### config.mk
export PLATFORM = sky130hd
export DESIGN_NAME = decode_stage_fwd
export DESIGN_NICKNAME = d
export VERILOG_FILES = /design/src/rtl/decode_stage_fwd.sv
export SDC_FILE = /design/constraint.sdc
export NUM_CORES = 2
export LEC_CHECK = 0
export CORE_MARGIN = 2
export CORE_UTILIZATION = 40
export DETAILED_ROUTE_END_ITERATION = 6
export PLACE_DENSITY = 0.54
export SYNTH_ARGS = -nofsm -noshare
export SYNTH_HDL_FRONTEND = slang
export SYNTH_SLANG_ARGS = --single-unit
### constraint.sdc
create_clock -name CLK -period 13.26 [get_ports CLK]
set_input_delay 2.652 -clock CLK [delete_from_list [all_inputs] [get_ports CLK]]
set_output_delay 2.652 -clock CLK [all_outputs]
set_load 0.05 [all_outputs]
### src/rtl/decode_stage_fwd.sv
// RV decode stage with register file, MEM/WB forwarding, load-use interlock and DE->EXE latch.
// Optional stall/bubble counters are enabled by defining DECODE_PERF_CNT_EN.
module decode_stage_fwd #(
    parameter int          XLEN   = 64,
    parameter int          NREG   = 32,
    parameter logic [31:0] NOP_IR = 32'h00000013
) (
    input  logic            CLK,
    input  logic            RST,
    input  logic            DE_V,
    input  logic [XLEN-1:0] DE_NPC,
    input  logic [31:0]     DE_IR,
    input  logic            LD_AGEX,
    input  logic            FLUSH,
    input  logic            MEM_V,
    input  logic [31:0]     MEM_IR,
    input  logic [XLEN-1:0] MEM_ALU_RESULT,
    input  logic            WB_V,
    input  logic [31:0]     WB_IR,
    input  logic            WB_LD_REG,
    input  logic [XLEN-1:0] WB_DATA,
    output logic            EXE_V,
    output logic [XLEN-1:0] EXE_NPC,
    output logic [31:0]     EXE_IR,
    output logic [XLEN-1:0] EXE_ALU_ONE,
    output logic [XLEN-1:0] EXE_ALU_TWO,
    output logic [XLEN-1:0] EXE_RS2,
    output logic            EXE_ECALL,
    output logic            DE_READY,
    output logic            V_DE_BR_STALL
`ifdef DECODE_PERF_CNT_EN
    ,
    output logic [31:0]     PERF_STALL_CNT,
    output logic [31:0]     PERF_BUBBLE_CNT
`endif
);

    localparam logic [6:0] OP_LUI    = 7'b0110111;
    localparam logic [6:0] OP_AUIPC  = 7'b0010111;
    localparam logic [6:0] OP_JAL    = 7'b1101111;
    localparam logic [6:0] OP_JALR   = 7'b1100111;
    localparam logic [6:0] OP_BRANCH = 7'b1100011;
    localparam logic [6:0] OP_LOAD   = 7'b0000011;
    localparam logic [6:0] OP_STORE  = 7'b0100011;
    localparam logic [6:0] OP_IMM    = 7'b0010011;
    localparam logic [6:0] OP_OP     = 7'b0110011;
    localparam logic [6:0] OP_IMM32  = 7'b0011011;
    localparam logic [6:0] OP_OP32   = 7'b0111011;
    localparam logic [6:0] OP_SYSTEM = 7'b1110011;

    localparam int SHW = (XLEN == 64) ? 6 : 5;
    localparam int AW  = (NREG > 1) ? $clog2(NREG) : 1;

    function automatic logic writes_rd(input logic [6:0] op, input logic [4:0] rd);
        logic w;
        case (op)
            OP_LUI, OP_AUIPC, OP_JAL, OP_JALR, OP_LOAD,
            OP_IMM, OP_OP, OP_IMM32, OP_OP32, OP_SYSTEM: w = 1'b1;
            default:                                     w = 1'b0;
        endcase
        return w && (rd != 5'd0);
    endfunction

    function automatic logic in_rf(input logic [4:0] r);
        return int'(r) < NREG;
    endfunction

    function automatic logic [XLEN-1:0] sext32(input logic [31:0] v);
        logic signed [XLEN-1:0] t;
        t = $signed(v);
        return t;
    endfunction

    logic [6:0] op;
    logic [4:0] rs1, rs2, mem_rd, wb_rd, exe_rd;
    logic [2:0] f3;

    assign op     = DE_IR[6:0];
    assign f3     = DE_IR[14:12];
    assign rs1    = DE_IR[19:15];
    assign rs2    = DE_IR[24:20];
    assign mem_rd = MEM_IR[11:7];
    assign wb_rd  = WB_IR[11:7];
    assign exe_rd = EXE_IR[11:7];

    logic unused_ir;
    assign unused_ir = ^{MEM_IR[31:12], WB_IR[31:12], WB_IR[6:0]};

    // Register file: no reset, written from WB, read with write-through.
    logic [XLEN-1:0] rf_q [NREG];
    logic            wb_ld, wb_wr;

    assign wb_ld = WB_V && WB_LD_REG;
    assign wb_wr = wb_ld && (wb_rd != 5'd0);

    always_ff @(posedge CLK) begin
        if (wb_wr && in_rf(wb_rd)) rf_q[wb_rd[AW-1:0]] <= WB_DATA;
    end

    logic [XLEN-1:0] rs1_rf, rs2_rf, rs1_fwd, rs2_fwd;

    always_comb begin
        rs1_rf = '0;
        rs2_rf = '0;
        if (rs1 != 5'd0 && in_rf(rs1))
            rs1_rf = (wb_wr && wb_rd == rs1) ? WB_DATA : rf_q[rs1[AW-1:0]];
        if (rs2 != 5'd0 && in_rf(rs2))
            rs2_rf = (wb_wr && wb_rd == rs2) ? WB_DATA : rf_q[rs2[AW-1:0]];
    end

    // A load in MEM has no data yet, so only non-load MEM results are forwarded.
    logic mem_fwd_ok;
    assign mem_fwd_ok = MEM_V && writes_rd(MEM_IR[6:0], mem_rd) && (MEM_IR[6:0] != OP_LOAD);

    always_comb begin
        rs1_fwd = rs1_rf;
        rs2_fwd = rs2_rf;
        if (mem_fwd_ok && mem_rd == rs1)               rs1_fwd = MEM_ALU_RESULT;
        else if (wb_ld && wb_rd == rs1 && rs1 != 5'd0) rs1_fwd = WB_DATA;
        if (mem_fwd_ok && mem_rd == rs2)               rs2_fwd = MEM_ALU_RESULT;
        else if (wb_ld && wb_rd == rs2 && rs2 != 5'd0) rs2_fwd = WB_DATA;
    end

    logic use_rs1, use_rs2, exe_ld, mem_ld, hz1, hz2, stall, bubble;

    assign use_rs1 = !(op == OP_LUI || op == OP_AUIPC || op == OP_JAL);
    assign use_rs2 = (op == OP_OP || op == OP_OP32 || op == OP_STORE || op == OP_BRANCH);
    assign exe_ld  = EXE_V && (EXE_IR[6:0] == OP_LOAD);
    assign mem_ld  = MEM_V && (MEM_IR[6:0] == OP_LOAD);
    assign hz1     = use_rs1 && rs1 != 5'd0 &&
                     ((exe_ld && exe_rd == rs1) || (mem_ld && mem_rd == rs1));
    assign hz2     = use_rs2 && rs2 != 5'd0 &&
                     ((exe_ld && exe_rd == rs2) || (mem_ld && mem_rd == rs2));
    assign stall   = DE_V && (hz1 || hz2);
    assign bubble  = FLUSH || !DE_V || stall;

    assign DE_READY      = LD_AGEX && !stall;
    assign V_DE_BR_STALL = DE_V && (op == OP_BRANCH || op == OP_JAL || op == OP_JALR);

    logic [XLEN-1:0] imm, alu1, alu2;

    always_comb begin
        imm = sext32({{20{DE_IR[31]}}, DE_IR[31:20]});
        case (op)
            OP_STORE:         imm = sext32({{20{DE_IR[31]}}, DE_IR[31:25], DE_IR[11:7]});
            OP_LUI, OP_AUIPC: imm = sext32({DE_IR[31:12], 12'b0});
            OP_JAL:           imm = sext32({{12{DE_IR[31]}}, DE_IR[19:12], DE_IR[20],
                                            DE_IR[30:21], 1'b0});
            OP_IMM:   if (f3 == 3'b001 || f3 == 3'b101) imm = XLEN'(DE_IR[20 +: SHW]);
            OP_IMM32: if (f3 == 3'b001 || f3 == 3'b101) imm = XLEN'(DE_IR[24:20]);
            default: ;
        endcase
    end

    always_comb begin
        alu1 = rs1_fwd;
        if (op == OP_AUIPC || op == OP_JAL)  alu1 = DE_NPC - XLEN'(4);
        else if (op == OP_LUI)               alu1 = '0;
        else if (op == OP_SYSTEM && f3[2])   alu1 = XLEN'(rs1);
        alu2 = (op == OP_OP || op == OP_OP32 || op == OP_BRANCH) ? rs2_fwd : imm;
    end

    logic            exe_v_q, exe_v_d, ecall_q, ecall_d;
    logic [XLEN-1:0] npc_q, npc_d, alu1_q, alu1_d, alu2_q, alu2_d, rs2_q, rs2_d;
    logic [31:0]     ir_q, ir_d;

    always_comb begin
        exe_v_d = exe_v_q;
        ecall_d = ecall_q;
        npc_d   = npc_q;
        ir_d    = ir_q;
        alu1_d  = alu1_q;
        alu2_d  = alu2_q;
        rs2_d   = rs2_q;
        if (LD_AGEX) begin
            if (bubble) begin
                exe_v_d = 1'b0;
                ir_d    = NOP_IR;
                ecall_d = 1'b0;
            end else begin
                exe_v_d = 1'b1;
                ir_d    = DE_IR;
                ecall_d = (DE_IR == 32'h00000073);
                npc_d   = DE_NPC;
                alu1_d  = alu1;
                alu2_d  = alu2;
                rs2_d   = rs2_fwd;
            end
        end
    end

    always_ff @(posedge CLK or posedge RST) begin
        if (RST) begin
            exe_v_q <= 1'b0;
            ecall_q <= 1'b0;
            ir_q    <= NOP_IR;
            npc_q   <= '0;
            alu1_q  <= '0;
            alu2_q  <= '0;
            rs2_q   <= '0;
        end else begin
            exe_v_q <= exe_v_d;
            ecall_q <= ecall_d;
            ir_q    <= ir_d;
            npc_q   <= npc_d;
            alu1_q  <= alu1_d;
            alu2_q  <= alu2_d;
            rs2_q   <= rs2_d;
        end
    end

    assign EXE_V       = exe_v_q;
    assign EXE_ECALL   = ecall_q;
    assign EXE_IR      = ir_q;
    assign EXE_NPC     = npc_q;
    assign EXE_ALU_ONE = alu1_q;
    assign EXE_ALU_TWO = alu2_q;
    assign EXE_RS2     = rs2_q;

`ifdef DECODE_PERF_CNT_EN
    logic [31:0] stall_cnt_q, stall_cnt_d, bub_cnt_q, bub_cnt_d;

    always_comb begin
        stall_cnt_d = stall_cnt_q + {31'b0, stall && LD_AGEX};
        bub_cnt_d   = bub_cnt_q + {31'b0, bubble && LD_AGEX};
    end

    always_ff @(posedge CLK or posedge RST) begin
        if (RST) begin
            stall_cnt_q <= '0;
            bub_cnt_q   <= '0;
        end else begin
            stall_cnt_q <= stall_cnt_d;
            bub_cnt_q   <= bub_cnt_d;
        end
    end

    assign PERF_STALL_CNT  = stall_cnt_q;
    assign PERF_BUBBLE_CNT = bub_cnt_q;
`endif

endmodule

## After elaboration in Yosys (flattened, before gate mapping)

Memory sizes are Yosys's and may differ from the RTL's.
Cells that the tools add are included.
Widths: inputs -> output; s select.

| word-level totals | value |
|---|---|
| flip-flop bits (word level) | 290 |
| output and inout bits | 292 |
| input bits | 296 |
| bits in writable memories | 2048 |
| word-level logic and storage cells | 115 |
| memories | 1 |

Memory list:

| name | words | width | read ports | clocked after memory_dff | wr ports | line | text |
|---|---|---|---|---|---|---|---|
| rf_q | 32 | 64 | 2 | 0 | 1 | 90 | `logic [XLEN-1:0] rf_q [NREG];` |

| cells by class | value |
|---|---|
| eq/ne operators | 32 |
| bitwise operators | 1 |
| multiplexer cells | 21 |
| add/subtract/negate cells | 1 |
| reduce and logical (&&, ||, !) cells | 52 |

Operators by type and width:

| kind | count |
|---|---|
| $mux 64 | 14 |
| $pmux 64 s5 | 1 |
| $sub 64x3->64 const B | 1 |
| $eq 7x6->1 const B | 7 |
| $eq 7x7->1 const B | 7 |
| $eq 7x5->1 const B | 6 |
| $eq 32x7->1 const B | 1 |
| $mux 32 | 1 |
| $eq 5x5->1 | 6 |
| $logic_and 1x1->1 | 27 |
| $reduce_bool 5->1 | 4 |
| $logic_or 1x1->1 | 15 |
| $eq 7x2->1 const B | 2 |
| $reduce_or 10->1 | 1 |
| $ne 7x2->1 const B | 1 |
| $mux 1 | 5 |
| $eq 3x1->1 const B | 1 |
| $eq 3x3->1 const B | 1 |
| $logic_not 1->1 | 3 |
| $reduce_and 2->1 | 1 |
| $reduce_or 2->1 | 1 |
| $not 1->1 | 1 |

## Depth between registers and ports, before layout

| logic depth | value |
|---|---|
| depth after elaboration | 11 |
| gate-level depth with buffers | 13 |
| depth with buffers taken out | 9 |

## Least setup slack after synthesis

OpenSTA, ideal clock, no wires.

| timing | value |
|---|---|
| path type | input to output |
| start | input DE_IR[17] |
| end | output DE_READY |
| arrival | 4928 ps |
| setup slack | 5680 ps |
| path buffers | 1 |
| required time | 10608 ps |
| cell stages on the path | 6 |
| cells stage by stage | buf_2 > or2_2 > or4_1 > o211ai_1 > nand2_1 > a21boi_0 |

| between the ends | value |
|---|---|
| longest elaborated chain between the ends | 8 |
| elaborated cells on any way between the ends | 12 |
| those cells by class | eq/ne: 2; reduce/logical: 10 |

Ends and longest elaborated chain:

| item | line | text |
|---|---|---|
| from (decl) | 12 | `input logic [31:0] DE_IR,` |
| $eq 5x5->1 | 131 | `((exe_ld && exe_rd == rs1) \|\| (mem_ld && mem_rd == rs1));` |
| $logic_and 1x1->1 | 131 |  |
| $logic_or 1x1->1 | 131 |  |
| $logic_and 1x1->1 * | 130 | `assign hz1 = use_rs1 && rs1 != 5'd0 &&` |
| $logic_or 1x1->1 * | 134 | `assign stall = DE_V && (hz1 \|\| hz2);` |
| $logic_and 1x1->1 * | 134 |  |
| $logic_not 1->1 * | 137 | `assign DE_READY = LD_AGEX && !stall;` |
| $logic_and 1x1->1 * | 137 |  |
| to (decl) | 29 | `output logic DE_READY,` |

Every way passes the cells marked *; elsewhere a longest branch is shown, timed or not.

## Worst setup path in the final report

| timing | value |
|---|---|
| start | input DE_IR[21] |
| end | output DE_READY |

| between the ends | value |
|---|---|
| longest elaborated chain between the ends | 8 |
| elaborated cells on any way between the ends | 12 |
| those cells by class | eq/ne: 2; reduce/logical: 10 |

Ends and longest elaborated chain:

| item | line | text |
|---|---|---|
| $eq 5x5->1 | 133 | `((exe_ld && exe_rd == rs2) \|\| (mem_ld && mem_rd == rs2));` |
| $logic_and 1x1->1 | 133 |  |
| $logic_or 1x1->1 | 133 |  |
| $logic_and 1x1->1 * | 132 | `assign hz2 = use_rs2 && rs2 != 5'd0 &&` |
| $logic_or 1x1->1 * | 134 |  |
| $logic_and 1x1->1 * | 134 |  |
| $logic_not 1->1 * | 137 |  |
| $logic_and 1x1->1 * | 137 |  |

Marked as above.

==> results.txt <==
Status = finished, violations left
Failing checks = capacitance limit
Post-CTS setup buffer count = 0
Setup TNS = 0 ns
P_leak = 41.6 nW
Die area = 0.277 sq mm
Unrepaired setup endpoints after global routing = false
Buf/Inv on CP = 3
Max Used Layer = met5
Crit-path slowest cell = nor4_2
Via density = 6.58
DR WL met2 = 190000 microns
Final global-route overflow total = 0
Register area share after synthesis = 63.0%
CTS hold repair buffers = 0
Total GRT Usage = 29.5%
Minimum hold slack = 0.470 ns
Pre-antenna DRT Iters = 5
Clock Skew = 0.0655 ns
Layout fillers = 22799
Area Overhead vs Synth = 17.0%
Top Ports = 588
Worst-path cell chain = buf_8 > buf_4 > xnor2_1 > nand2_1 > nor4_2 > o211ai_1 > nand2_1 > a21boi_0 > clkdlybuf4s50_1
Worst r2r path cells = 10
Avg Inst Size Synth = 18.3 sq um
DRC violations left = 0
Worst skew pair latency = 0.95 ns
Peak Freq = 114 MHz
Worst R2R Start = EXE_IR[5]
Die height = 526 microns
Post-synth ARST share = 12.4%
CTS Buffer Depth = 4
Rel. slew slack = 0.707%
Share of cells above drive strength 1 = 27.3%
Period utilization = 66.3%
Critical path origin = DE_IR[21]
Hold_sp = EXE_NPC[40]
CTS tree = done
Max-cap check violation count = 1
Final worst path period need = 8.79 ns
Initial Util = 40.2%
Synth Flop Type = edfxtp_1
Setup slack, reg-to-reg = 8.76 ns
Initial antenna violation count = 61
Arr. time, crit path = 6.14 ns
DRT met1 WL = 162000 microns
Crit start category = input port
Worst path required time = 10.61 ns
Min-delay worst type = flop to flop
Reg-to-Reg End = EXE_ALU_TWO[38]
Synthesis Warnings = 0
Setup crit end kind = output port
DP HPWL = 250000 microns
Worst Tran Pin Value = 1.48 ns
Via count = 68296
Initial DRC Count = 9283
Core ar. = 0.271 sq mm
Hold path depth = 2
Htree depth = 4
Post-CTS sizing = 0
Cells after synthesis = 5969
Pin count of the biggest net entering global routing = 124
Number of synthesized register bits = 2338
Vias in the first global route = 68261
Root Driver = clkbuf_16
Routed len/inst = 40.0 microns
Critical path's top delay family = buffers and inverters
Routability Congestion = 0.893
Synth unique cells = 76
CTS buffer count = 247
# port buffers = 540
Rows = 191
Overall Power = 17.9 mW
Max FO, Critical Path = 42
Crit Path Class = input port to output port
Clock transition at the registers of the reported paths = 0.06 ns
Fin. max-slew vios = 0
Final setup vio count = 0
CTS sink cnt = 2338
Crit-path max cell delay = 0.78 ns
Metal3 WL = 44900 microns
Power Dens Cells = 140 mW/mm^2
Detail Route Antenna Nets = 0
Nets = 6890
Mapped Area = 0.109 sq mm
Final hold vios = 0
Maximum VDD drop = 0.000116 V
Worst hold endpoint = EXE_NPC[40]
Most used cell, CP = nand2_1
WL final = 415000 microns
Number of flops mapped to enable cells by yosys = 2048
First-pass GRT wire length = 567000 microns
Die W = 526 microns
## through the flow
| stage | setup WS, ns | cells | instance area [sq um] | utilization, % |
|---|---|---|---|---|
| 3_3_place_gp | 4.52 | 9914 | 120000 | 44.2 |
| 4_1_cts | 4.52 | 10361 | 128000 | 47.1 |
| 6_report | 4.47 | 10379 | 128000 | 47.1 |
| 2_1_floorplan | 2.61 | 6032 | 109000 | - |
| 5_1_grt | 4.43 | 10374 | 128000 | 47.1 |
| 3_5_place_dp | 4.52 | 9914 | 120000 | 44.2 |
## synth_stat cells, types with 13 or more instances
cell	count	share of area [%]
a211o_1	40	0.32
a211oi_1	34	0.23
a21oi_1	194	0.89
a221o_1	65	0.60
a221oi_1	15	0.12
a22oi_1	121	0.83
and2_1	25	0.14
buf_1	69	0.24
buf_2	141	0.65
buf_4	32	0.22
clkbuf_1	241	0.83
dfrtp_1	287	6.6
edfxtp_1	2048	56
inv_1	42	0.14
mux2i_1	172	1.6
mux4_2	1130	23
nand2_1	369	1.3
nand3_1	22	0.10
nor2_1	165	0.57
nor3_1	93	0.43
nor4_1	42	0.24
o211ai_1	13	0.089
o21ai_0	128	0.59
o21ai_1	14	0.064
o221ai_1	42	0.34
o22ai_1	44	0.25
o2bb2ai_1	17	0.14
o31ai_1	56	0.39
or3_1	20	0.11
or4_1	22	0.15
xnor2_1	47	0.38
xor2_1	30	0.24
## worst min-delay path, delay by kind of cell (launching register included)
family / cells / cell delay (ns)
flops: 1 / 0.34
simple gates: 2 / 0.10
## power breakdown
group	internal (mW)	leakage, nW	switching, mW
combinational	0.921	15.6	1.68
clock	3.97	3.84	2.94
sequential	8.22	22.1	0.138
total	13.1	41.6	4.75
## cell usage in the layout, fill, tap and decap left out, types with 13 or more instances in the layout
cell and n:
nand3_1 22, clkinv_2 42, mux4_2 1130, a221oi_1 15, dfrtp_1 287, a21oi_1 192, buf_12 17, o211ai_1 13
or3_1 20, nor2_4 34, conb_1 64, o221ai_1 42, clkinv_1 62, nor4_1 37, a22oi_1 121, a211o_1 40
inv_1 41, bufinv_16 25, edfxtp_1 2048, clkbuf_16 252, clkdlybuf4s50_1 531, mux2i_1 172, o22ai_1 44, a221o_1 65
o21ai_1 13, nor2_1 129, o21ai_0 127, diode_2 18, buf_4 244, or4_1 20, and2_1 23, xor2_1 30
clkbuf_1 53, a211oi_1 34, o2bb2ai_1 17, xnor2_1 47, nand2_1 369, nor3_1 87, o31ai_1 55
## routing by layer
layer	vias to the layer above	global-route usage, %
li1	26528	-
met1	36996	39.8
met2	3953	45.1
met3	785	8.56
met4	34	11.7
met5	-	0
## sequential cells by signal, indices dropped and copies added (netlist names)
signal       cells
EXE_IR          32
EXE_ALU_TWO     64
EXE_ALU_ONE     64
rf_q          2048
EXE_V            1
EXE_ECALL        1
EXE_NPC         64
EXE_RS2         64
## final cells by class
type	instances	area (sq um)	area share, %
well taps	3570	4470	3.50
clock inverters	135	1240	0.976
clock buffers	312	6600	5.17
diodes	18	45.0	0.0353
flip-flops and latches	2338	68800	53.9
inverters	45	191	0.150
repair buffers	800	7580	5.94
multi-input cells	3161	38700	30.3
## how the worst max path moves through the flow
stage,end,slack [ns],cells after the start
2_1_floorplan,EXE_ALU_ONE[0],2.61,1
3_3_place_gp,DE_READY,4.52,9
3_5_place_dp,DE_READY,4.52,9
4_1_cts,DE_READY,4.52,9
5_1_grt,DE_READY,4.43,9
6_report,DE_READY,4.47,9
## cells by family after synthesis
logic type | count (synthesis) | share of synthesized area [%]
flops | 2338 | 63.0
simple gates | 822 | 3.51
fa+ha+maj | 1 | 0.0115
compound gates | 883 | 5.64
mux | 1314 | 25.0
buf+inv | 533 | 2.14
other cells | 1 | 0.00344
xor+xnor | 77 | 0.618
(Power assumes the default switching activity.)
